`src/rtl/multicycle_addsub.sv`:
```
// Chunked multicycle adder/subtractor: one CHUNK-bit slice per cycle, LSB slice first.
// Results are committed to sum/cout/ovf only when the final slice completes.
module multicycle_addsub #(
  parameter int unsigned WIDTH = 16,
  parameter int unsigned CHUNK = 4
) (
  input  logic             clk,
  input  logic             rst,
  input  logic             start_i,
  output logic             ready_o,
  input  logic [WIDTH-1:0] a_i,
  input  logic [WIDTH-1:0] b_i,
  input  logic             cin_i,
  input  logic             sub_i,
  output logic [WIDTH-1:0] sum_o,
  output logic             cout_o,
  output logic             ovf_o,
  output logic             done_o
);

  localparam int unsigned N    = WIDTH / CHUNK;
  localparam int unsigned IdxW = (N > 1) ? $clog2(N) : 1;
  localparam logic [IdxW-1:0] LastIdx = IdxW'(N - 1);

  typedef enum logic [0:0] {StIdle, StRun} state_e;

  state_e           state_q;
  logic [WIDTH-1:0] a_q, b_q, acc_q, acc_d;
  logic             carry_q;
  logic [IdxW-1:0]  idx_q;
  logic [WIDTH-1:0] sum_q;
  logic             cout_q, ovf_q, done_q;

  logic [CHUNK-1:0] slice_a, slice_b, slice_s;
  logic             slice_c;
  logic             msb_ovf;

  always_comb begin
    slice_a = a_q[int'(idx_q) * CHUNK +: CHUNK];
    slice_b = b_q[int'(idx_q) * CHUNK +: CHUNK];
    {slice_c, slice_s} = {1'b0, slice_a} + {1'b0, slice_b} + {{CHUNK{1'b0}}, carry_q};
    acc_d = acc_q;
    acc_d[int'(idx_q) * CHUNK +: CHUNK] = slice_s;
    // Carry into the MSB is recovered from its sum bit; XOR with carry out gives overflow.
    msb_ovf = a_q[WIDTH-1] ^ b_q[WIDTH-1] ^ acc_d[WIDTH-1] ^ slice_c;
  end

  always_ff @(posedge clk) begin
    if (rst) begin
      state_q <= StIdle;
      a_q     <= '0;
      b_q     <= '0;
      acc_q   <= '0;
      carry_q <= 1'b0;
      idx_q   <= '0;
      sum_q   <= '0;
      cout_q  <= 1'b0;
      ovf_q   <= 1'b0;
      done_q  <= 1'b0;
    end else begin
      done_q <= 1'b0;
      unique case (state_q)
        StIdle: begin
          if (start_i) begin
            // Subtract is folded into the operands: B is inverted and the +1 rides on carry.
            a_q     <= a_i;
            b_q     <= sub_i ? ~b_i : b_i;
            carry_q <= sub_i | cin_i;
            idx_q   <= '0;
            acc_q   <= '0;
            state_q <= StRun;
          end
        end
        StRun: begin
          acc_q   <= acc_d;
          carry_q <= slice_c;
          if (idx_q == LastIdx) begin
            sum_q   <= acc_d;
            cout_q  <= slice_c;
            ovf_q   <= msb_ovf;
            done_q  <= 1'b1;
            idx_q   <= '0;
            state_q <= StIdle;
          end else begin
            idx_q <= idx_q + 1'b1;
          end
        end
        default: state_q <= StIdle;
      endcase
    end
  end

  assign ready_o = (state_q == StIdle);
  assign sum_o   = sum_q;
  assign cout_o  = cout_q;
  assign ovf_o   = ovf_q;
  assign done_o  = done_q;

endmodule

```
`config.mk`:
```
export PLATFORM = sky130hd
export DESIGN_NAME = multicycle_addsub
export DESIGN_NICKNAME = d
export VERILOG_FILES = /design/src/rtl/multicycle_addsub.sv
export SDC_FILE = /design/constraint.sdc
export NUM_CORES = 1
export LEC_CHECK = 0
export ABC_AREA = 1
export BUFFER_PORTS_ARGS = -buffer_cell sky130_fd_sc_hd__buf_4
export CAP_MARGIN = 25
export CORE_UTILIZATION = 60
export DETAILED_ROUTE_END_ITERATION = 7
export PLACE_DENSITY = 0.95
export SETUP_SLACK_MARGIN = 0.05
export SYNTH_ARGS = -nofsm -noshare
export SYNTH_HDL_FRONTEND = slang
export SYNTH_SLANG_ARGS = --single-unit
```
`constraint.sdc`:
```
create_clock -name clk -period 6.3 [get_ports clk]
set_clock_uncertainty 0.2 [all_clocks]
set_input_delay 1.26 -clock clk [delete_from_list [all_inputs] [get_ports clk]]
set_output_delay 1.26 -clock clk [all_outputs]
set_load 0.05 [all_outputs]
```
* After elaboration in Yosys (flattened, before gate mapping)
Index checks and enable logic that the tools add are counted.
Word-level totals: flip-flop bits (word level) 71, bits of input ports 37, output and inout bits 20, word-level logic and storage cells 42
Operators by class: add/subtract/negate cells 4, equal/unequal tests 2, shift-type cells 4, mux-type cells 13, bitwise logic cells 6, reductions and logical operators 3
Operators with widths (count):
- 4-bit negator with 34-bit output | 1
- 4-bit by 34-bit variable shift with 16-bit output (first input constant) | 1
- 4-bit by 34-bit variable part select with 16-bit output | 1
- 16-bit two-way mux | 2
- 16-bit one-hot mux with 2 select lines | 1
- 16-bit by 5-bit variable part select with 4-bit output | 2
- 16-bit bitwise mux | 1
- 16-bit inverter | 1
- 4-bit by 4-bit adder with 5-bit output | 1
- 5-bit by 1-bit adder with 5-bit output | 1
- 1-bit two-way mux | 4
- 2-bit two-way mux | 2
- 1-bit one-hot mux with 2 select lines | 2
- 2-bit one-hot mux with 2 select lines | 1
- 2-bit AND reduction | 2
- 1-bit bitwise XOR | 3
- 2-bit by 1-bit adder with 2-bit output (second input constant) | 1
- 2-bit equality test (second input constant) | 1
- 2-bit != test (second input constant) | 1
- 2-bit OR reduction | 1
- 1-bit inverter | 1
- 1-bit bitwise OR | 1

* Depth between registers and ports, before layout
Gate-level depths: netlist of the first run.
depth in word-level cells 7, mapped depth 18, depth with buffers taken out 16

* Worst setup path after synthesis of the first run
OpenSTA, ideal clock, no wires.
path type reg-to-reg, start reg idx_q[0], end reg acc_q[5], library setup time 0.070 ns, data arrival time 2.472 ns, data required time 6.030 ns, path slack 3.558 ns, stages on the path, launching flop included 15, path buffers 2, period minus slack after synthesis 2.742 ns, cell sequence dfxtp_1 > inv_2 > buf_2 > buf_2 > nor2_1 > o22ai_1 > fa_1 > inv_1 > fa_1 > nor2_1 > inv_1 > nor2_1 > a22o_1 > nand2_1 > a21oi_1
Between the ends: word-level cells in the longest chain between the ends 6, elaborated cells on any way between the ends 9, classes of those cells 3 x add/sub; 4 x shift; 2 x mux
RTL lines:
- start: declaration | RTL line 30 | logic [IdxW-1:0] idx_q;
- start signal: assignment | RTL line 85 | idx_q <= idx_q + 1'b1;
- 16-bit by 5-bit variable part select with 4-bit output, on equally long branches | RTL line 39, 40
- 4-bit by 4-bit adder with 5-bit output | RTL line 41 | {slice_c, slice_s} = {1'b0, slice_a} + {1'b0, slice_b} + {{CHUNK{1'b0}}, carry_q};
- 5-bit by 1-bit adder with 5-bit output | RTL line 41
- 4-bit by 34-bit variable part select with 16-bit output | RTL line 43 | acc_d[int'(idx_q) * CHUNK +: CHUNK] = slice_s;
- 16-bit bitwise mux * | RTL line 43
- 16-bit one-hot mux with 2 select lines * | RTL line 62 | unique case (state_q)
- end signal: assignment | RTL line 53 | acc_q <= '0;
- end signal: assignment | RTL line 70 | acc_q <= '0;
- end signal: assignment | RTL line 75 | acc_q <= acc_d;
- end: declaration | RTL line 28 | logic [WIDTH-1:0] a_q, b_q, acc_q, acc_d;
Every way passes the cells marked *; elsewhere a longest branch is shown, timed or not. A chain may end at the register's enable or synchronous reset.

* Worst setup path in the final report of the first run
Same ends and word-level chain as after synthesis.

==> impl_metrics.csv, run 1 <==
group,metric,value,unit
outcome,status,"complete, no violations",
synthesis,synth_area_leaders,"dfxtp_1, o21ai_0, nand2_1, nor2_1, a21oi_1",
cells_and_area,layout.nets,512,
min_path,hp-class,"reg2reg",
synthesis,syn_inst,419,
pwr,max-vdd-ir-drop,0.000135,V
cells_and_area,syn2layout_area_growth,18.1,%
synthesis,syn-num-nets,467,
cells_and_area,utilization,74.5,%
placed_design,dp_hpwl,5130,um
global_route,grt.busiest_layer,"met2",
cells_and_area,drive_above_1_share,16.7,%
pwr,combPwrFrac,15.9,%
synthesis,syn_area,3240,sq um
timing,fin_crit,3.46,ns
detailed_routing,drt-initial-drc-count,167,
synthesis,async_flop_share,0,%
global_route,antenna_found_initial,0,
pwr,p_sw_share,27.7,%
timing,timing.final.ws_setup,2.84,ns
critical_path,path_class,"reg2reg",
critical_path,cp_data_required_time,6.38,ns
detailed_routing,dr.pass1.iters,4,
floorplanning,dieArea,5700,sq um
timing,max-slew-margin-rel,45.0,%
global_route,gr-usage-met1,33.2,%
global_route,grt_max_degree,51,
timing,finalHoldViolations,0,
critical_path,cp_top_family,"flip-flops",
timing,fin_crit_sh,54.9,%
clocking,cts_made_buffers,9,
cells_and_area,diodes,0,
timing,worstMarginPinSlew,0.824,ns
global_route,grt_usage,28.7,%
detailed_routing,wl,7170,um
critical_path,worstPathCellList,"inv_2 -> o21ai_0 -> o22ai_1 -> fa_1 -> inv_1 -> fa_1 -> nor2_1 -> inv_1 -> nor2_1 -> a22o_1 -> nand2_1 -> a21oi_1",
critical_path,crit_path_end_kind,"register",
synthesis,synth_cell_types,31,
placed_design,io_buffers,56,
detailed_routing,vias,2975,
clocking,clock_latency,0.34,ns
timing,setup_viol,0,
clocking,ctsResizeCount,0,
synthesis,syn-mean-instance-area,7.73,sq um
flow_run,max-cap-violations,0,
critical_path,crit_fanout,26,
detailed_routing,ant_nets,0,
global_route,grt_util_met2,48.7,%
global_route,grt_pass1_wl,12200,um
timing,clock.fmax,289,MHz
synthesis,ys_ff_latch,71,
clocking,cts.path.max_buffers,2,
critical_path,crit_buf_inv,3,
clocking,cts-root-buf,"clkbuf_8",
floorplanning,core_area,5140,sq um
pwr,internal-power,0.721,mW
synthesis,synth_edf_count,0,
clocking,h-tree-depth,3,
detailed_routing,wire_per_inst,13.4,um
critical_path,slowest_stage,"dfxtp_1",
synthesis,post-synth-top-area-cell,"dfxtp_1",
floorplanning,die_w,75.5,um
timing,fin_tns_setup,0,ns
synthesis,ys_seq_area_share,43.9,%
clocking,cts_tree,"yes",
floorplanning,rows,26,
critical_path,start_kind,"register",
pwr,pwr-share-clk,35.2,%
floorplanning,num_io_pins,57,
synthesis,yosysTopAreaCellShare,43.9,%
timing,grt_setup_unrepaired,"no",
synthesis,synth.most_common_cell,"dfxtp_1",
synthesis,synth_flop_cell,"dfxtp_1",
synthesis,synth_top_cells_by_count,"dfxtp_1, nand2_1, nor2_1, o21ai_0, a21oi_1",
global_route,grt_pass1_vias,2777,
synthesis,yosys_warnings,0,
clocking,clk_pin_slew,0.07,ns
detailed_routing,drc,0,
clocking,postCtsSetupBuffers,0,
floorplanning,die_h,75.5,um
placed_design,gp_congestion,0.895,
pwr,pwr-share-seq,48.9,%
pwr,powerDensity,260,nW/um^2
pwr,net-switching-power,0.276,mW
clocking,cts_sinks,71,
critical_path,max_stage_delay,0.86,ns
global_route,gr-total-overflow,0,
detailed_routing,viasPerCell,5.54,
timing,finalMaxSlewViolations,0,
placed_design,pre_cts_ws,2.91,ns
critical_path,crit_arrival,3.54,ns
floorplanning,start_util,63.0,%
clocking,cts_hold_buf,0,
global_route,grt_use_met3,5.95,%
pwr,power_leakage,1.66,nW
## routing by layer
| metal | vias up | share of wire [%] |
|---|---|---|
| met4 | 0 | 2.9 |
| met2 | 108 | 51 |
| met5 | - | 0 |
| met3 | 21 | 4.5 |
| met1 | 1366 | 41 |
| li1 | 1480 | - |
## worst paths after layout
check | from | endpoint | slack (ns) | cells past startpoint
hold reg to reg | sum_o[7]$_SDFFE_PP0P_ | sum_o[7]$_SDFFE_PP0P_ | 0.25 | 2
setup / recovery | idx_q[0]$_SDFFE_PP0P_ | acc_q[5]$_SDFFE_PP0P_ | 2.84 | 12
hold / removal | sum_o[7]$_SDFFE_PP0P_ | sum_o[7]$_SDFFE_PP0P_ | 0.25 | 2
setup reg to reg | idx_q[0]$_SDFFE_PP0P_ | acc_q[5]$_SDFFE_PP0P_ | 2.84 | 12
## kinds of logic (layout without fill, tap and decap cells)
kind of cell	after synthesis	count (layout)	synth area share (%)
compound gates	119	119	21.1
simple gates	147	147	18.4
fa+ha+maj	11	11	4.71
flops	71	71	43.9
buf+inv	53	101	7.10
xor+xnor	18	18	4.86
## cell type report
| cell class | instances | area (sq um) |
|---|---|---|
| Tap cell | 70 | 87.6 |
| Fill cell | 414 | 1310 |
| Timing Repair Buffer | 58 | 435 |
| Clock inverter | 4 | 47.5 |
| Clock buffer | 10 | 138 |
| Multi-Input combinational cell | 295 | 1590 |
| Inverter | 29 | 109 |
| Sequential cell | 71 | 1420 |
## tightest hold or removal path: cells and delay by family, from the launching register on
kind	cells	cell delay, ns
AND/OR/NAND/NOR	2	0.10
flip-flops	1	0.31
## stage by stage
stage / hold slack (ns) / cell area [sq um] / std cells / power (mW)
floorplan: 0.244 / 3240 / 419 / 0.607
CTS: 0.255 / 3830 / 537 / 0.999
global route: 0.283 / 3830 / 537 / 1.05
global placement: 0.239 / 3640 / 523 / 0.648
detailed placement: 0.240 / 3640 / 523 / 0.654
finish: 0.252 / 3830 / 537 / 0.997
## state kept, by name, summed over array words and instances, names as in the netlist
register,cells
ovf_o,1
sum_o,16
done_o,1
state_q,1
b_q,16
acc_q,16
idx_q,2
cout_o,1
carry_q,1
a_q,16
## power groups by stage
stage                     Combinational [mW]  Sequential, mW  Clock (mW)
after floorplan                        0.120           0.488           0
after global placement                 0.152           0.496           0
after detailed placement               0.157           0.497           0
after CTS                              0.158           0.487       0.354
after global routing                   0.180           0.490       0.376
final                                  0.159           0.487       0.351
## layout by cell type (no fill, tap or decap)
cell / count
o21bai_1: 1
a32oi_1: 2
nand2_2: 1
nor2_4: 2
nand3_1: 7
fa_1: 2
bufinv_16: 1
o21ai_1: 1
a22oi_1: 4
inv_1: 26
nand2_1: 70
dfxtp_1: 71
a31oi_1: 1
o21a_1: 2
o22ai_1: 6
a22o_1: 9
buf_4: 58
clkinv_2: 2
o21ai_0: 56
a21oi_1: 32
inv_2: 2
nor3_2: 1
nand4_1: 4
nor2_1: 61
xnor2_1: 18
a2bb2oi_1: 4
clkinvlp_4: 1
nor3_1: 1
ha_1: 9
o211a_1: 1
clkinv_1: 1
clkbuf_8: 10
(Power assumes the default switching activity.)
==> run 2: changes to the inputs <==
- CORE_UTILIZATION: 60 -> 55
- PLACE_DENSITY: 0.95 -> 0.9
- clock period: 6.3 -> 3.26 ns (I/O delays scaled with it)
==> run 2 against run 1 <==
Against the previous run:
- cell count increased by 1.1%
- global-route usage is 3.0 points lower
- sequential power is 92% higher
- critical path depth is 1 higher
- final area increased by 0.29%
- hold slack better by 0.0021 ns
- flip-flop and latch count stayed put
- highest routed layer unchanged
- total power is 87% higher
==> impl_metrics.csv, run 2 (synthesized netlist as in run 1, its figures left out) <==
group,metric,value,unit
outcome,status,"complete, no violations",
cells_and_area,layout.nets,516,
placed_design,io_buffers,56,
floorplanning,core_area,5610,sq um
flow_run,max-cap-violations,0,
critical_path,max_stage_delay,0.39,ns
critical_path,crit_buf_inv,3,
critical_path,r2r_cells,13,
global_route,grt_max_degree,49,
cells_and_area,syn2layout_area_growth,18.5,%
cells_and_area,utilization,68.5,%
global_route,grt_pass1_vias,2833,
timing,max-slew-margin-rel,41.4,%
clocking,clk_pin_slew,0.07,ns
global_route,grt_pass1_wl,12400,um
min_path,hp-class,"reg2reg",
detailed_routing,ant_nets,0,
cells_and_area,layout.area.seq,1420,sq um
clocking,cts_tree,"yes",
critical_path,crit_path_end_kind,"register",
floorplanning,dieArea,6200,sq um
cells_and_area,drive_above_1_share,17.0,%
min_path,min_path_cells,2,
timing,finalHoldViolations,0,
detailed_routing,drt-initial-drc-count,233,
global_route,antenna_found_initial,0,
timing,setup_viol,0,
clocking,cts_hold_buf,0,
pwr,powerDensity,486,nW/um^2
timing,finalMaxSlewViolations,0,
min_path,min_to,"sum_o[7]$_SDFFE_PP0P_",
floorplanning,die_w,78.8,um
cells_and_area,layout_common_cells,"dfxtp_1, nand2_1, buf_4",
detailed_routing,wl,7220,um
clocking,cts.path.max_buffers,2,
critical_path,timing.rr.end,"acc_q[14]$_SDFFE_PP0P_",
global_route,grt_usage,25.6,%
pwr,power_leakage,1.67,nW
timing,fin_tns_setup,0,ns
clocking,cts_sinks,71,
detailed_routing,drc,0,
floorplanning,rows,27,
floorplanning,num_io_pins,57,
detailed_routing,viasPerCell,5.47,
floorplanning,die_h,78.8,um
cells_and_area,diodes,0,
critical_path,worstPathCellList,"inv_1 -> o21ai_0 -> o22ai_1 -> fa_1 -> inv_1 -> fa_1 -> xnor2_1 -> inv_1 -> nor2_1 -> nand3_1 -> nand2_1 -> nand2_1 -> a21oi_1",
timing,fin_crit_sh,84.3,%
clocking,postCtsSetupBuffers,0,
critical_path,critPathMostFrequentCell,"inv_1",
pwr,max-vdd-ir-drop,0.000317,V
placed_design,dp_hpwl,5050,um
cells_and_area,nFillCells,474,
placed_design,gp_congestion,0.925,
clocking,cts-root-buf,"clkbuf_8",
critical_path,rrSetupSlack,0.51,ns
timing,fin_crit,2.75,ns
clocking,clock_latency,0.35,ns
cells_and_area,layout_commonest_cell,"dfxtp_1",
critical_path,cp_data_required_time,3.34,ns
clocking,ctsResizeCount,0,
critical_path,start_kind,"register",
clocking,cts_made_buffers,9,
critical_path,path_class,"reg2reg",
floorplanning,start_util,57.8,%
detailed_routing,wire_per_inst,13.3,um
clocking,h-tree-depth,3,
timing,clock.fmax,364,MHz
critical_path,crit_arrival,2.83,ns
global_route,gr-total-overflow,0,
timing,grt_setup_unrepaired,"no",
cells_and_area,multiInputGateArea,1590,sq um
min_path,holdCritStartpoint,"sum_o[7]$_SDFFE_PP0P_",
detailed_routing,vias,2972,
detailed_routing,dr.pass1.iters,4,
critical_path,cp_top_family,"adder cells",
timing,worstMarginPinSlew,0.875,ns
critical_path,slowest_stage,"fa_1",
critical_path,r2r_start,"idx_q[1]$_SDFFE_PP0P_",
critical_path,crit_fanout,13,
==> run 2: cell types whose count changed in the layout (fill, tap and decap cells not counted) <==
cell | previous run | this run
clkinv_2 | 2 | 1
clkbuf_1 | 0 | 2
buf_4 | 58 | 62
clkbuf_8 | 10 | 11
bufinv_16 | 1 | 0
clkinvlp_4 | 1 | 0
==> run 2: power by group <==
part / switching, mW / total (mW) / leakage (nW) / internal, mW
registers: 0.0263 / 0.933 / 0.580 / 0.907
logic: 0.194 / 0.323 / 1.00 / 0.129
clock network: 0.302 / 0.611 / 0.0854 / 0.309
total: 0.522 / 1.87 / 1.67 / 1.34
==> run 2: worst max-delay path by stage <==
stage,startpoint,end,slack (ns),cells past startpoint
floorplan,idx_q[0]$_SDFFE_PP0P_,acc_q[5]$_SDFFE_PP0P_,0.52,14
global placement,idx_q[0]$_SDFFE_PP0P_,acc_q[5]$_SDFFE_PP0P_,0.67,12
detailed placement,idx_q[0]$_SDFFE_PP0P_,acc_q[5]$_SDFFE_PP0P_,0.58,12
CTS,idx_q[0]$_SDFFE_PP0P_,acc_q[14]$_SDFFE_PP0P_,0.55,13
global route,idx_q[1]$_SDFFE_PP0P_,ovf_o$_SDFFE_PP0P_,0.24,15
finish,idx_q[1]$_SDFFE_PP0P_,acc_q[14]$_SDFFE_PP0P_,0.51,13
==> run 2: cell type report <==
cell class / instances / share of cell area (%)
Multi-Input combinational cell: 295 / 41.4
Sequential cell: 71 / 37.0
Timing Repair Buffer: 62 / 12.1
Clock buffer: 13 / 4.14
Inverter: 29 / 2.84
Tap cell: 72 / 2.35
Clock inverter: 1 / 0.130
==> run 2: stage by stage <==
stage / area, sq um / instances / setup WS (ns) / total power, mW / hold slack [ns]
finish: 3840 / 543 / 0.513 / 1.87 / 0.254
global route: 3840 / 543 / 0.245 / 1.96 / 0.284
detailed placement: 3670 / 529 / 0.583 / 1.27 / 0.242
CTS: 3840 / 543 / 0.552 / 1.87 / 0.255
global placement: 3670 / 529 / 0.674 / 1.26 / 0.240
floorplan: 3240 / 419 / 0.518 / 1.17 / 0.244
==> run 2: worst register-to-register path, stage by stage, from the launching register on <==
cell     delay (ns)
dfxtp_1        0.31
inv_1          0.28
o21ai_0        0.17
o22ai_1        0.20
fa_1           0.24
inv_1          0.06
fa_1           0.39
xnor2_1        0.14
inv_1          0.07
nor2_1         0.19
nand3_1        0.10
nand2_1        0.11
nand2_1        0.07
a21oi_1        0.14
==> run 2: metal layers <==
metal	track usage, %	wire length [um]	vias to the layer above
met5	0	0	-
met4	10.0	138	0
met3	6.44	446	13
met2	44.3	3610	110
met1	30.3	3020	1364
li1	-	-	1485
